## src/rtl/mux4_rr_arbiter_if.sv

```systemverilog
// Shared output channel bundle: four requesters in, one granted valid/ready stream out.
// The arbiter connects through the master modport; producers and the consumer use slave.
interface mux4_rr_arbiter_if #(parameter int WIDTH = 4);
  logic [3:0]       req;
  logic [WIDTH-1:0] I0, I1, I2, I3;
  logic             out_ready;
  logic [3:0]       grant;
  logic [1:0]       Sel;
  logic [WIDTH-1:0] Data_out;
  logic             out_valid;

  modport master (input req, I0, I1, I2, I3, out_ready,
                  output grant, Sel, Data_out, out_valid);
  modport slave  (output req, I0, I1, I2, I3, out_ready,
                  input grant, Sel, Data_out, out_valid);
endinterface

```

## src/rtl/mux4_rr_arbiter.sv

```systemverilog
// Round-robin arbiter sharing one mux4to1 output channel among four requesters,
// rotating ownership after HOLD_MAX accepted beats or when the owner drops req.
module mux4to1 #(
  parameter int WIDTH = 4
) (
  input  logic [1:0]       sel,
  input  logic [WIDTH-1:0] i0, i1, i2, i3,
  output logic [WIDTH-1:0] y
);
  always_comb begin
    case (sel)
      2'd0:    y = i0;
      2'd1:    y = i1;
      2'd2:    y = i2;
      default: y = i3;
    endcase
  end
endmodule

module mux4_rr_arbiter #(
  parameter int WIDTH    = 4,
  parameter int HOLD_MAX = 2
) (
  input logic               clk,
  input logic               rst_n,
  mux4_rr_arbiter_if.master bus
);
  localparam int CW = $clog2(HOLD_MAX + 1);

  typedef enum logic {IDLE, BUSY} state_t;

  state_t          state_q, state_n;
  logic [3:0]      grant_q, grant_n;
  logic [1:0]      sel_q, sel_n;
  logic [1:0]      ptr_q, ptr_n;
  logic [CW-1:0]   cnt_q, cnt_n;
  logic [CW-1:0]   cnt_inc;
  logic [2:0]      win_idle, win_rot;

  // {found, index} of the first set request scanning start, start+1, ... mod 4
  function automatic logic [2:0] pick(input logic [3:0] r, input logic [1:0] start);
    logic [1:0] idx;
    pick = 3'b000;
    for (int k = 3; k >= 0; k--) begin
      idx = start + 2'(k);
      if (r[idx]) pick = {1'b1, idx};
    end
  endfunction

  always_ff @(posedge clk or negedge rst_n) begin
    if (!rst_n) begin
      state_q <= IDLE;
      grant_q <= '0;
      sel_q   <= '0;
      ptr_q   <= '0;
      cnt_q   <= '0;
    end else begin
      state_q <= state_n;
      grant_q <= grant_n;
      sel_q   <= sel_n;
      ptr_q   <= ptr_n;
      cnt_q   <= cnt_n;
    end
  end

  assign cnt_inc  = cnt_q + CW'(1);
  assign win_idle = pick(bus.req, ptr_q);
  // On rotation the current owner is scanned last
  assign win_rot  = pick(bus.req, sel_q + 2'd1);

  always_comb begin
    state_n = state_q;
    grant_n = grant_q;
    sel_n   = sel_q;
    ptr_n   = ptr_q;
    cnt_n   = cnt_q;
    case (state_q)
      IDLE: begin
        if (win_idle[2]) begin
          state_n = BUSY;
          grant_n = 4'b0001 << win_idle[1:0];
          sel_n   = win_idle[1:0];
          cnt_n   = '0;
        end
      end
      default: begin
        if (bus.out_ready) begin
          if (bus.req[sel_q] && (cnt_inc < CW'(HOLD_MAX))) begin
            cnt_n = cnt_inc;
          end else begin
            ptr_n = sel_q + 2'd1;
            cnt_n = '0;
            if (win_rot[2]) begin
              grant_n = 4'b0001 << win_rot[1:0];
              sel_n   = win_rot[1:0];
            end else begin
              state_n = IDLE;
              grant_n = '0;
            end
          end
        end
      end
    endcase
  end

  always_comb begin
    bus.out_valid = (state_q == BUSY);
    bus.grant     = grant_q;
    bus.Sel       = sel_q;
  end

  mux4to1 #(.WIDTH(WIDTH)) u_mux (
    .sel (sel_q),
    .i0  (bus.I0),
    .i1  (bus.I1),
    .i2  (bus.I2),
    .i3  (bus.I3),
    .y   (bus.Data_out)
  );
endmodule

```

## src/flat_wrapper.sv

```systemverilog
// flat-port wrapper written by rule: the top's interface ports become plain ports
module mux4_rr_arbiter_flat 
#(
  parameter int WIDTH    = 4,
  parameter int HOLD_MAX = 2
)
  (clk, rst_n, bus_req, bus_I0, bus_I1, bus_I2, bus_I3, bus_out_ready, bus_grant, bus_Sel, bus_Data_out, bus_out_valid);
  mux4_rr_arbiter_if #(.WIDTH(WIDTH)) bus_i ();
  input logic clk;
  input logic rst_n;
  input wire logic [$bits(bus_i.req)-1:0] bus_req;
  input wire logic [$bits(bus_i.I0)-1:0] bus_I0;
  input wire logic [$bits(bus_i.I1)-1:0] bus_I1;
  input wire logic [$bits(bus_i.I2)-1:0] bus_I2;
  input wire logic [$bits(bus_i.I3)-1:0] bus_I3;
  input wire logic [$bits(bus_i.out_ready)-1:0] bus_out_ready;
  output wire logic [$bits(bus_i.grant)-1:0] bus_grant;
  output wire logic [$bits(bus_i.Sel)-1:0] bus_Sel;
  output wire logic [$bits(bus_i.Data_out)-1:0] bus_Data_out;
  output wire logic [$bits(bus_i.out_valid)-1:0] bus_out_valid;
  assign bus_i.req = bus_req;
  assign bus_i.I0 = bus_I0;
  assign bus_i.I1 = bus_I1;
  assign bus_i.I2 = bus_I2;
  assign bus_i.I3 = bus_I3;
  assign bus_i.out_ready = bus_out_ready;
  assign bus_grant = bus_i.grant;
  assign bus_Sel = bus_i.Sel;
  assign bus_Data_out = bus_i.Data_out;
  assign bus_out_valid = bus_i.out_valid;
  mux4_rr_arbiter #(.WIDTH(WIDTH), .HOLD_MAX(HOLD_MAX)) u_core (.clk(clk), .rst_n(rst_n), .bus(bus_i));
endmodule
```

## config.mk

```make
export PLATFORM = sky130hd
export DESIGN_NAME = mux4_rr_arbiter_flat
export DESIGN_NICKNAME = d
export VERILOG_FILES = /design/src/rtl/mux4_rr_arbiter_if.sv /design/src/rtl/mux4_rr_arbiter.sv /design/src/flat_wrapper.sv
export SDC_FILE = /design/constraint.sdc
export NUM_CORES = 1
export LEC_CHECK = 0
export CAP_MARGIN = 20
export CORE_MARGIN = 8
export CORE_UTILIZATION = 44
export DETAILED_ROUTE_END_ITERATION = 8
export GPL_TIMING_DRIVEN = 0
export HOLD_SLACK_MARGIN = 0.08
export PLACE_DENSITY = 0.83
export SLEW_MARGIN = 20
export SYNTH_ARGS = -nofsm -noshare
export SYNTH_HDL_FRONTEND = slang
export SYNTH_SLANG_ARGS = --single-unit
```

## constraint.sdc

```tcl
create_clock -name clk -period 2.65 [get_ports clk]
set_input_delay 0.795 -clock clk [delete_from_list [all_inputs] [get_ports clk]]
set_output_delay 0.795 -clock clk [all_outputs]
set_load 0.01 [all_outputs]
```

Word-level counts from Yosys, hierarchy flattened
Cells that the tools add are included.
{ "word_totals": {"register_bits": 11, "in_bits": 23, "output_inout_bits": 11, "word_cells": 84} }
{ "op_classes": {"addsub": 8, "n_lt_le_gt_ge": 10, "n_eq_ne": 5, "shifts": 2, "mux": 46, "bitwise_logic": 1, "reduce_logical": 7} }
{ "ops": {"columns": ["cell", "count"], "rows": [
  ["2-bit by 3-bit less-than comparator with 1-bit output, second input constant", 9],
  ["3-bit two-way mux", 8],
  ["4-bit two-way mux", 5],
  ["1-bit binary-select mux with 2-bit select", 9],
  ["2-bit two-way mux", 9],
  ["1-bit two-way mux", 14],
  ["4-bit one-hot mux with 3 select lines", 1],
  ["2-bit by 1-bit adder with 2-bit output, second input constant", 4],
  ["2-bit adder, second input constant", 4],
  ["1-bit by 2-bit << shifter with 4-bit output, first input constant", 2],
  ["2-bit != test, second input constant", 3],
  ["3-bit AND reduction", 2],
  ["4-bit AND reduction", 1],
  ["2-bit by 1-bit == test with 1-bit output, second input constant", 1],
  ["2-bit == test, second input constant", 1],
  ["2-bit zero test", 1],
  ["2-bit less-than comparator, second input constant", 1],
  ["2-bit AND reduction", 1],
  ["2-bit nonzero test", 1],
  ["1-bit logical AND", 1],
  ["1-bit NOT", 1]
]} }

Logic depth before layout (Yosys ltp)
Gate-level depths: netlist (run 1).
{ "depth": {"depth_word": 13, "ltp_mapped": 8, "ltp_nobuf": 7} }

Hierarchy
A second synthesis (run 1) with hierarchy kept.
{ "unflattened": {"cells_unflattened": 88, "hier_area_um2": 885.8} }
{ "modules_own_cells": {"columns": ["module", "instances", "cells_each", "area_per_inst_um2", "seq_area_each_um2"], "rows": [
  ["mux4_rr_arbiter", 1, 84, 780.7, 275.3],
  ["mux4to1", 1, 4, 105.1, 0.0]
]} }

Worst setup path before layout (run 1)
No wires, ideal clock.
{ "synth_timing": {"kind": "input port to flip-flop", "startpoint": "in bus_req[2]", "endpoint": "reg u_core.sel_q[1] (netlist: u_core.bus.Sel[1])", "setup_ps": 124, "arrival_time_ps": 2090, "slack_ps": 436, "cell_stages": 6, "path_buffers": 1, "cell_sequence": "buf_2 > mux4_2 > o21a_4 > nand2b_1 > mux2i_1 > a211o_1"} }
{ "synth_between": {"elab_chain_cells": 10, "elab_cells_between_ends": 36} }
{ "synth_lines": {"columns": ["item", "line", "source"], "rows": [
  ["start, declared", "flat_wrapper.sv:11", "input wire logic [$bits(bus_i.req)-1:0] bus_req;"],
  ["1-bit binary-select mux with 2-bit select", "mux4_rr_arbiter.sv:46", "if (r[idx]) pick = {1'b1, idx};"],
  ["1-bit two-way mux (not written as such)", "mux4_rr_arbiter.sv:46", null],
  ["3-bit two-way mux (4 in a row)", "mux4_rr_arbiter.sv:46", null],
  ["2-bit two-way mux", "mux4_rr_arbiter.sv:93", "if (win_rot[2]) begin"],
  ["2-bit two-way mux", "mux4_rr_arbiter.sv:88", "if (bus.req[sel_q] && (cnt_inc < CW'(HOLD_MAX))) begin"],
  ["2-bit two-way mux", "mux4_rr_arbiter.sv:87", "if (bus.out_ready) begin"],
  ["2-bit two-way mux", "mux4_rr_arbiter.sv:77", "case (state_q)"],
  ["end signal, assigned", "mux4_rr_arbiter.sv:60", "sel_q <= sel_n;"],
  ["end, declared", "mux4_rr_arbiter.sv:34", "logic [1:0] sel_q, sel_n;"]
]} }
Several ways; a longest one is shown, not always the timed one. The select of a mux whose other input is x is not followed.
A chain may end at the register's enable or synchronous reset.

Final worst setup path (run 1)
{ "layout_timing": {"startpoint": "in bus_req[0]", "endpoint": "reg u_core.grant_q[1] (netlist: u_core.bus.grant[1])"} }
{ "layout_between": {"elab_chain_cells": 11, "elab_cells_between_ends": 37} }
{ "layout_lines": {"columns": ["item", "line", "source"], "rows": [
  ["1-bit binary-select mux with 2-bit select", "mux4_rr_arbiter.sv:46", null],
  ["1-bit two-way mux (not written as such)", "mux4_rr_arbiter.sv:46", null],
  ["3-bit two-way mux (4 in a row)", "mux4_rr_arbiter.sv:46", null],
  ["1-bit by 2-bit << shifter with 4-bit output", "mux4_rr_arbiter.sv:94", "grant_n = 4'b0001 << win_rot[1:0];"],
  ["4-bit two-way mux", "mux4_rr_arbiter.sv:93", null],
  ["4-bit two-way mux", "mux4_rr_arbiter.sv:88", null],
  ["4-bit two-way mux", "mux4_rr_arbiter.sv:87", null],
  ["4-bit two-way mux", "mux4_rr_arbiter.sv:77", null],
  ["end signal, assigned", "mux4_rr_arbiter.sv:59", "grant_q <= grant_n;"],
  ["end, declared", "mux4_rr_arbiter.sv:33", "logic [3:0] grant_q, grant_n;"]
]} }
Several ways; a longest one is shown, not always the timed one. The select of a mux whose other input is x is not followed.

==> impl_metrics.prom, run 1 <==
# TYPE chip_impl_metric gauge
chip_impl_info{name="timing.critical_path.cells",value="clkdlybuf4s50_1 > nor2b_1 > a2111oi_0 > o21bai_1 > o221ai_1 > o21a_1"} 1
chip_impl_metric{name="reg2reg_setup_slack",unit="ns"} 0.44
chip_impl_metric{name="multi_input_comb_area",unit="sq um"} 590.6
chip_impl_info{name="worst_setup_path_endpoint",value="u_core.bus.grant[1]"} 1
chip_impl_metric{name="htreeDepth",unit=""} 1
chip_impl_metric{name="gp_routability_congestion",unit=""} 0.8390
chip_impl_metric{name="regArea",unit="sq um"} 276.5
chip_impl_metric{name="critPathMaxFanout",unit=""} 8
chip_impl_metric{name="drtAntennaViolNets",unit=""} 0
chip_impl_metric{name="source_to_sink_clock_delay_at_the_later_pin_of_the_worst_skew_pair",unit="ns"} 0.27
chip_impl_info{name="cts_tree",value="yes"} 1
chip_impl_metric{name="synth_edf_count",unit=""} 0
chip_impl_info{name="crit_path_top_delay_cell",value="sky130_fd_sc_hd__a2111oi_0"} 1
chip_impl_metric{name="residual_drc_count",unit=""} 0
chip_impl_metric{name="synth.yosys.seq_area_share",unit="%"} 28.91
chip_impl_metric{name="worst_slew_margin_rel",unit="%"} 46.69
chip_impl_metric{name="placement_rows",unit=""} 17
chip_impl_metric{name="synthesis.area",unit="sq um"} 952.2
chip_impl_metric{name="design.die.area",unit="sq um"} 3909
chip_impl_metric{name="layout-area-overhead-vs-synth",unit="%"} 39.55
chip_impl_metric{name="ff2ff_path_depth",unit=""} 8
chip_impl_info{name="clockRootBuffer",value="sky130_fd_sc_hd__clkbuf_4"} 1
chip_impl_info{name="ys.flop_type",value="sky130_fd_sc_hd__dfrtp_1"} 1
chip_impl_metric{name="grt_pass1_vias",unit=""} 986
chip_impl_metric{name="cp_data_arrival_time",unit="ns"} 2.87
chip_impl_metric{name="p_leak",unit="uW"} 0.0006361
chip_impl_metric{name="drv_slew",unit=""} 0
chip_impl_info{name="failed_checks",value="setup timing"} 1
chip_impl_metric{name="clkTransAtPathRegs",unit="ns"} 0.06
chip_impl_metric{name="power_per_cell_area",unit="nW/um^2"} 1002
chip_impl_metric{name="hpwl",unit="mm"} 2.193
chip_impl_metric{name="crit_path_max_incr_delay",unit="ns"} 0.68
chip_impl_metric{name="report.power.total",unit="uW"} 1331
chip_impl_metric{name="numPortBuffers",unit=""} 31
chip_impl_metric{name="diodes",unit=""} 0
chip_impl_metric{name="finish.instance_area",unit="sq um"} 1329
chip_impl_info{name="critPathLaunch",value="bus_req[0]"} 1
chip_impl_info{name="endpoint_kind",value="flop"} 1
chip_impl_metric{name="worst_ir_drop_vdd",unit="mV"} 0.5994
chip_impl_metric{name="dpl-instance-area",unit="sq um"} 1297
chip_impl_metric{name="vias_per_cell",unit=""} 5.724
chip_impl_info{name="rr_startpoint",value="u_core.bus.Sel[0]"} 1
chip_impl_metric{name="data_required_time_of_the_critical_path",unit="ns"} 2.86
chip_impl_metric{name="ctsLongestPathBuffers",unit=""} 2
chip_impl_metric{name="ys_ff_latch",unit=""} 11
chip_impl_metric{name="cts-buffers-inserted",unit=""} 3
chip_impl_metric{name="drive_above_1_share",unit="%"} 14.38
chip_impl_metric{name="avgRoutedWirePerCell",unit="microns"} 16.02
chip_impl_metric{name="finalCriticalPeriod",unit="ns"} 2.665
chip_impl_metric{name="largest_net_degree_at_the_start_of_global_routing",unit=""} 12
chip_impl_info{name="timing_worst_setup_path_type",value="in -> reg"} 1
chip_impl_metric{name="worstMarginPinSlew",unit="ns"} 0.7795
chip_impl_info{name="status",value="complete, but fails checks"} 1
chip_impl_metric{name="initialDrtViolationCount",unit=""} 52
chip_impl_info{name="end_of_the_worst_register_to_register_path",value="u_core.bus.grant[0]"} 1
chip_impl_metric{name="whs_path_depth",unit=""} 1
chip_impl_metric{name="post_cts_hold_buffer_count",unit=""} 0
chip_impl_metric{name="n_fill_cell",unit=""} 195
chip_impl_metric{name="grt_util_all_layers",unit="%"} 13.46
chip_impl_metric{name="design.portCount",unit=""} 34
chip_impl_metric{name="drt-total-wl",unit="mm"} 2.788
chip_impl_metric{name="core_ar",unit="sq um"} 2127
chip_impl_metric{name="layout.nets",unit=""} 174
chip_impl_metric{name="max_capacitance_violation_total",unit=""} 0
chip_impl_metric{name="finalHoldViolations",unit=""} 0
chip_impl_metric{name="crit_path_setup_slack_layout",unit="ns"} -0.01483
chip_impl_metric{name="synth-warning-count",unit=""} 0
chip_impl_info{name="timing.critical_path.from_type",value="input port"} 1
chip_impl_info{name="holdCritPathClass",value="reg -> reg"} 1
chip_impl_metric{name="synthArstFlopShare",unit="%"} 100.0
chip_impl_metric{name="die-width",unit="microns"} 62.52
chip_impl_metric{name="grt_first_pass_wirelength",unit="mm"} 4.374
chip_impl_metric{name="final.period_utilization",unit="%"} 100.6
chip_impl_metric{name="initial_core_util",unit="%"} 44.76
chip_impl_metric{name="drtPass1Iterations",unit=""} 6
chip_impl_metric{name="unique_masters_post_synth",unit=""} 40
chip_impl_metric{name="setup_viol",unit=""} 1
chip_impl_metric{name="clkSinkCount",unit=""} 11
chip_impl_metric{name="grt_overflow",unit=""} 0
chip_impl_metric{name="achievable-frequency",unit="MHz"} 375.3
chip_impl_metric{name="synth_area_per_cell",unit="sq um"} 8.735
chip_impl_metric{name="die-height",unit="microns"} 62.52
chip_impl_metric{name="timing.clock.skew",unit="ns"} 0.006274
chip_impl_metric{name="synth_cells",unit=""} 109
chip_impl_metric{name="synth_fp_nets",unit=""} 136
chip_impl_metric{name="routed-via-count",unit=""} 996
chip_impl_metric{name="antenna_found_initial",unit=""} 0
## cell usage in the layout (no fill, tap or decap), types with 4 or more instances in the layout
cell / Yosys / layout
sky130_fd_sc_hd__clkdlybuf4s50_1: 0 / 22
sky130_fd_sc_hd__inv_1: 12 / 12
sky130_fd_sc_hd__dfrtp_1: 11 / 10
sky130_fd_sc_hd__nand2_1: 8 / 8
sky130_fd_sc_hd__buf_2: 3 / 7
sky130_fd_sc_hd__mux2i_1: 6 / 6
sky130_fd_sc_hd__nor2_1: 6 / 6
sky130_fd_sc_hd__o21ai_0: 6 / 6
sky130_fd_sc_hd__a21oi_1: 5 / 5
sky130_fd_sc_hd__a222oi_1: 4 / 4
sky130_fd_sc_hd__nor2b_1: 4 / 4
sky130_fd_sc_hd__ha_1: 4 / 4
sky130_fd_sc_hd__dlymetal6s2s_1: 0 / 4
## critical path: cells and delay by family
family,cells,cell delay [ns]
buffers and inverters,1,0.53
and+or+nand+nor,1,0.21
AOI/OAI and AO/OA,4,1.33
## synth_stat cells, drive strengths merged, types with 4 or more instances
cell	count	area share (%)
dfrtp	11	29
nand2	8	3.2
buf	5	3.5
nor2	6	2.4
ha	4	5.3
o21a	4	3.9
mux2i	6	6.3
o21ai	6	3.2
a222oi	4	4.2
a21oi	6	4.3
inv	12	4.7
nor2b	4	2.6
## where the power goes
| group | internal, uW | leakage [uW] | total [uW] | switching, uW |
|---|---|---|---|---|
| logic | 464 | 0.000493 | 912 | 448 |
| clock network | 58.3 | 0.0000150 | 115 | 56.2 |
| registers | 242 | 0.000128 | 305 | 62.8 |
## flip-flops by register name (all words and copies together), names as in the netlist
name,flops
u_core.cnt_q,2
u_core.bus.grant,4
u_core.bus.Sel,2
u_core.ptr_q,2
u_core.bus.out_valid,1
## per-stage QoR
stage,setup TNS (ns),util [%],instances,hold slack (ns),worst slack (ns)
finish,-0.01483,62.47,174,0.5043,-0.01483
global route,-0.009175,62.47,174,0.5286,-0.006252
CTS,0,61.24,172,0.5027,0.01284
detailed placement,-1.900,61.00,168,0.4844,-0.3636
global placement,-1.398,61.00,168,0.4792,-0.3101
floorplan,0,-,109,0.4684,0.4360
## cell type report
cell class / count / share of cell area, %
Sequential cell: 11 / 20.81
Buffer: 7 / 3.107
Timing Repair Buffer: 33 / 23.63
Tap cell: 28 / 2.637
Clock buffer: 4 / 1.977
Multi-Input combinational cell: 79 / 44.44
Inverter: 12 / 3.390
## worst min path at each step
stage                          endpoint           startpoint  slack, ns
CTS                 u_core.bus.grant[3]  u_core.bus.grant[3]       0.50
finish              u_core.bus.grant[3]  u_core.bus.grant[3]       0.50
floorplan               u_core.cnt_q[1]      u_core.cnt_q[1]       0.47
global route        u_core.bus.grant[1]  u_core.bus.grant[1]       0.53
global placement    u_core.bus.grant[3]  u_core.bus.grant[3]       0.48
detailed placement  u_core.bus.grant[3]  u_core.bus.grant[3]       0.48
## per-layer routing
metal | global-route usage (%) | routed length (microns) | vias to the layer above
met4 | 4.274 | 29 | 0
met3 | 5.735 | 229 | 4
li1 | - | - | 474
met2 | 23.16 | 1343 | 52
met5 | 0 | 0 | -
met1 | 14.52 | 1186 | 466
## repair_timing
item / 4_1_cts / 5_1_grt
resized for setup: 17 / 5
pin swaps: 4 / 2
endpoints found under the setup margin: 4 / 3
buffers inserted: 0 / 2
## cells by family (layout without fill, tap and decap cells)
group           after synthesis  after routing  synth area share (%)
flops                        11             11                 28.91
compound gates               35             35                 27.86
fa+ha+maj                     4              4                 5.256
simple gates                 32             32                 18.66
buf+inv                      19             56                 9.067
mux                           8              8                 10.25
Power figures use the tool's default switching activity.
==> run 2: changes to the inputs <==
- CORE_MARGIN: 8 -> 1.5
- CORE_UTILIZATION: 44 -> 55
- DONT_BUFFER_PORTS: default -> 1
- PLACE_DENSITY: 0.83 -> 0.74
==> run 2 against run 1 <==
  * The flow finishes with violations (DRC)
  * First-iteration DRC count shrank 60%
  * Via count shrank 15%
  * Sequential power is 10% higher
  * Largest cell class unchanged
==> impl_metrics.prom, run 2 (synthesis gave the netlist of run 1 again) <==
# TYPE chip_impl_metric gauge
chip_impl_info{name="status",value="complete, but fails checks"} 1
chip_impl_info{name="failed_checks",value="DRC"} 1
chip_impl_metric{name="die-height",unit="microns"} 44.61
chip_impl_metric{name="design.portCount",unit=""} 34
chip_impl_metric{name="antenna_found_initial",unit=""} 0
chip_impl_metric{name="post_cts.resized_instances",unit=""} 0
chip_impl_metric{name="layout-area-overhead-vs-synth",unit="%"} 4.993
chip_impl_metric{name="routed-via-count",unit=""} 847
chip_impl_metric{name="worst_slew_margin_rel",unit="%"} 60.77
chip_impl_metric{name="initialDrtViolationCount",unit=""} 21
chip_impl_metric{name="residual_drc_count",unit=""} 3
chip_impl_metric{name="data_required_time_of_the_critical_path",unit="ns"} 1.86
chip_impl_metric{name="grt_first_pass_wirelength",unit="mm"} 3.360
chip_impl_metric{name="cts-buffers-inserted",unit=""} 3
chip_impl_info{name="cts_tree",value="yes"} 1
chip_impl_metric{name="drtAntennaViolNets",unit=""} 0
chip_impl_metric{name="p_leak",unit="uW"} 0.0004654
chip_impl_metric{name="hpwl",unit="mm"} 1.546
chip_impl_info{name="holdCritPathClass",value="in -> async"} 1
chip_impl_metric{name="setup_viol",unit=""} 0
chip_impl_metric{name="gp_routability_congestion",unit=""} 0.8293
chip_impl_metric{name="avgRoutedWirePerCell",unit="microns"} 15.82
chip_impl_metric{name="finalCriticalPeriod",unit="ns"} 2.489
chip_impl_metric{name="core_ar",unit="sq um"} 1559
chip_impl_metric{name="drt-total-wl",unit="mm"} 2.041
chip_impl_metric{name="layout.nets",unit=""} 141
chip_impl_metric{name="power_per_cell_area",unit="nW/um^2"} 1126
chip_impl_metric{name="critPathMaxFanout",unit=""} 8
chip_impl_metric{name="grt_pass1_vias",unit=""} 740
chip_impl_metric{name="largest_net_degree_at_the_start_of_global_routing",unit=""} 12
chip_impl_metric{name="report.power.total",unit="uW"} 1126
chip_impl_metric{name="final_core_utilization",unit="%"} 64.13
chip_impl_info{name="timing.critical_path.from_type",value="flop"} 1
chip_impl_metric{name="grt_util_all_layers",unit="%"} 22.97
chip_impl_metric{name="design.die.area",unit="sq um"} 1990
chip_impl_metric{name="drv_slew",unit=""} 0
chip_impl_metric{name="worst_ir_drop_vdd",unit="mV"} 0.6304
chip_impl_metric{name="cts.repair_timing.setup_buffer_count",unit=""} 0
chip_impl_metric{name="largest_register_ffs",unit=""} 4
chip_impl_metric{name="drtPass1Iterations",unit=""} 7
chip_impl_info{name="clockRootBuffer",value="sky130_fd_sc_hd__clkbuf_4"} 1
chip_impl_metric{name="finalHoldViolations",unit=""} 0
chip_impl_metric{name="placement_rows",unit=""} 14
chip_impl_metric{name="post_cts_hold_buffer_count",unit=""} 0
chip_impl_metric{name="die-width",unit="microns"} 44.61
chip_impl_info{name="mostFrequentLayoutCells",value="sky130_fd_sc_hd__inv_1 (12), sky130_fd_sc_hd__dfrtp_1 (10), sky130_fd_sc_hd__nand2_1 (8)"} 1
chip_impl_metric{name="cp_data_arrival_time",unit="ns"} 1.69
chip_impl_metric{name="initial_core_util",unit="%"} 61.08
chip_impl_metric{name="timing.setup.tns",unit="ns"} 0
chip_impl_metric{name="n_fill_cell",unit=""} 121
chip_impl_metric{name="timing.clock.skew",unit="ns"} 0.002835
chip_impl_metric{name="grt_overflow",unit=""} 0
chip_impl_metric{name="vias_per_cell",unit=""} 6.566
chip_impl_metric{name="clkSinkCount",unit=""} 11
chip_impl_metric{name="htreeDepth",unit=""} 1
chip_impl_info{name="endpoint_kind",value="output port"} 1
chip_impl_metric{name="diodes",unit=""} 0
chip_impl_metric{name="source_to_sink_clock_delay_at_the_later_pin_of_the_worst_skew_pair",unit="ns"} 0.27
chip_impl_metric{name="numPortBuffers",unit=""} 0
chip_impl_info{name="grt_setup_unrepaired",value="false"} 1
chip_impl_metric{name="drive_above_1_share",unit="%"} 13.27
chip_impl_metric{name="worstMarginPinSlew",unit="ns"} 0.5736
chip_impl_metric{name="max_capacitance_violation_total",unit=""} 0
chip_impl_metric{name="final.period_utilization",unit="%"} 93.94
chip_impl_info{name="layout.cells.most_common",value="sky130_fd_sc_hd__inv_1"} 1
chip_impl_metric{name="ctsLongestPathBuffers",unit=""} 2
chip_impl_metric{name="achievable-frequency",unit="MHz"} 401.7
chip_impl_metric{name="clkTransAtPathRegs",unit="ns"} 0.07
chip_impl_info{name="timing_worst_setup_path_type",value="reg -> out"} 1
-- run 2: changes by cell type in the layout (fill, tap and decap cells not counted) --
cell	previous run	this run
sky130_fd_sc_hd__dlymetal6s2s_1	4	0
sky130_fd_sc_hd__dlygate4sd2_1	1	0
sky130_fd_sc_hd__clkdlybuf4s50_1	22	0
sky130_fd_sc_hd__buf_2	7	3
sky130_fd_sc_hd__buf_4	3	1
-- run 2: final timing paths --
check	start	slack, ns	end	depth (start not counted)
max	u_core.bus.Sel[0]	0.16	bus_Data_out[0]	5
min	rst_n	0.21	u_core.bus.grant[0]	0
max reg2reg	u_core.bus.Sel[0]	0.40	u_core.bus.grant[0]	8
min reg2reg	u_core.cnt_q[1]	0.53	u_core.cnt_q[1]	1
max in group asynchronous	rst_n	2.36	u_core.bus.Sel[0]	0
min in group clk	u_core.cnt_q[1]	0.53	u_core.cnt_q[1]	1
-- run 2: layer usage --
layer | vias to the layer above | share of wire [%] | global-route usage, %
li1 | 410 | - | -
met1 | 404 | 44 | 30.51
met2 | 33 | 48 | 37.39
met3 | 0 | 7.6 | 6.939
met4 | 0 | 0 | 3.636
met5 | - | 0 | 0
-- run 2: area by class of cell --
class	instances	area, sq um	share of cell area [%]
inverters	12	45.04	4.506
clock buffers	4	26.28	2.628
well taps	16	20.02	2.003
multi-input cells	79	590.6	59.07
plain buffers	7	41.29	4.130
flip-flops and latches	11	276.5	27.66
-- run 2: worst max-delay path, cell delays in order, from the launching register on --
cell and delay (ns):
sky130_fd_sc_hd__dfrtp_2 0.43, sky130_fd_sc_hd__buf_6 0.15, sky130_fd_sc_hd__inv_1 0.06, sky130_fd_sc_hd__ha_1 0.23, sky130_fd_sc_hd__a222oi_1 0.35, sky130_fd_sc_hd__mux2i_1 0.20
-- run 2: metrics by stage --
| step | hold WS, ns | cells | setup slack [ns] | instance area [sq um] |
|---|---|---|---|---|
| final | 0.2136 | 129 | 0.1605 | 999.7 |
| after global placement | 0.4971 | 125 | 0.3454 | 972.2 |
| after global routing | 0.1951 | 129 | 0.02457 | 999.7 |
| after floorplan | 0.4684 | 109 | 0.4360 | 952.2 |
| after detailed placement | 0.4996 | 125 | 0.3309 | 972.2 |
| after CTS | 0.2102 | 129 | 0.07693 | 998.5 |
-- run 2: power breakdown --
part	internal (uW)	total, uW	switching (uW)
logic	317	675	358
clock network	58.3	114	56.0
registers	242	336	94.4
total	617	1130	509
==> run 3: changes to the inputs <==
- CAP_MARGIN: 20 -> default
==> results of run 3 <==
No change in the layout: final DEF, timing and power equal those of run 2.
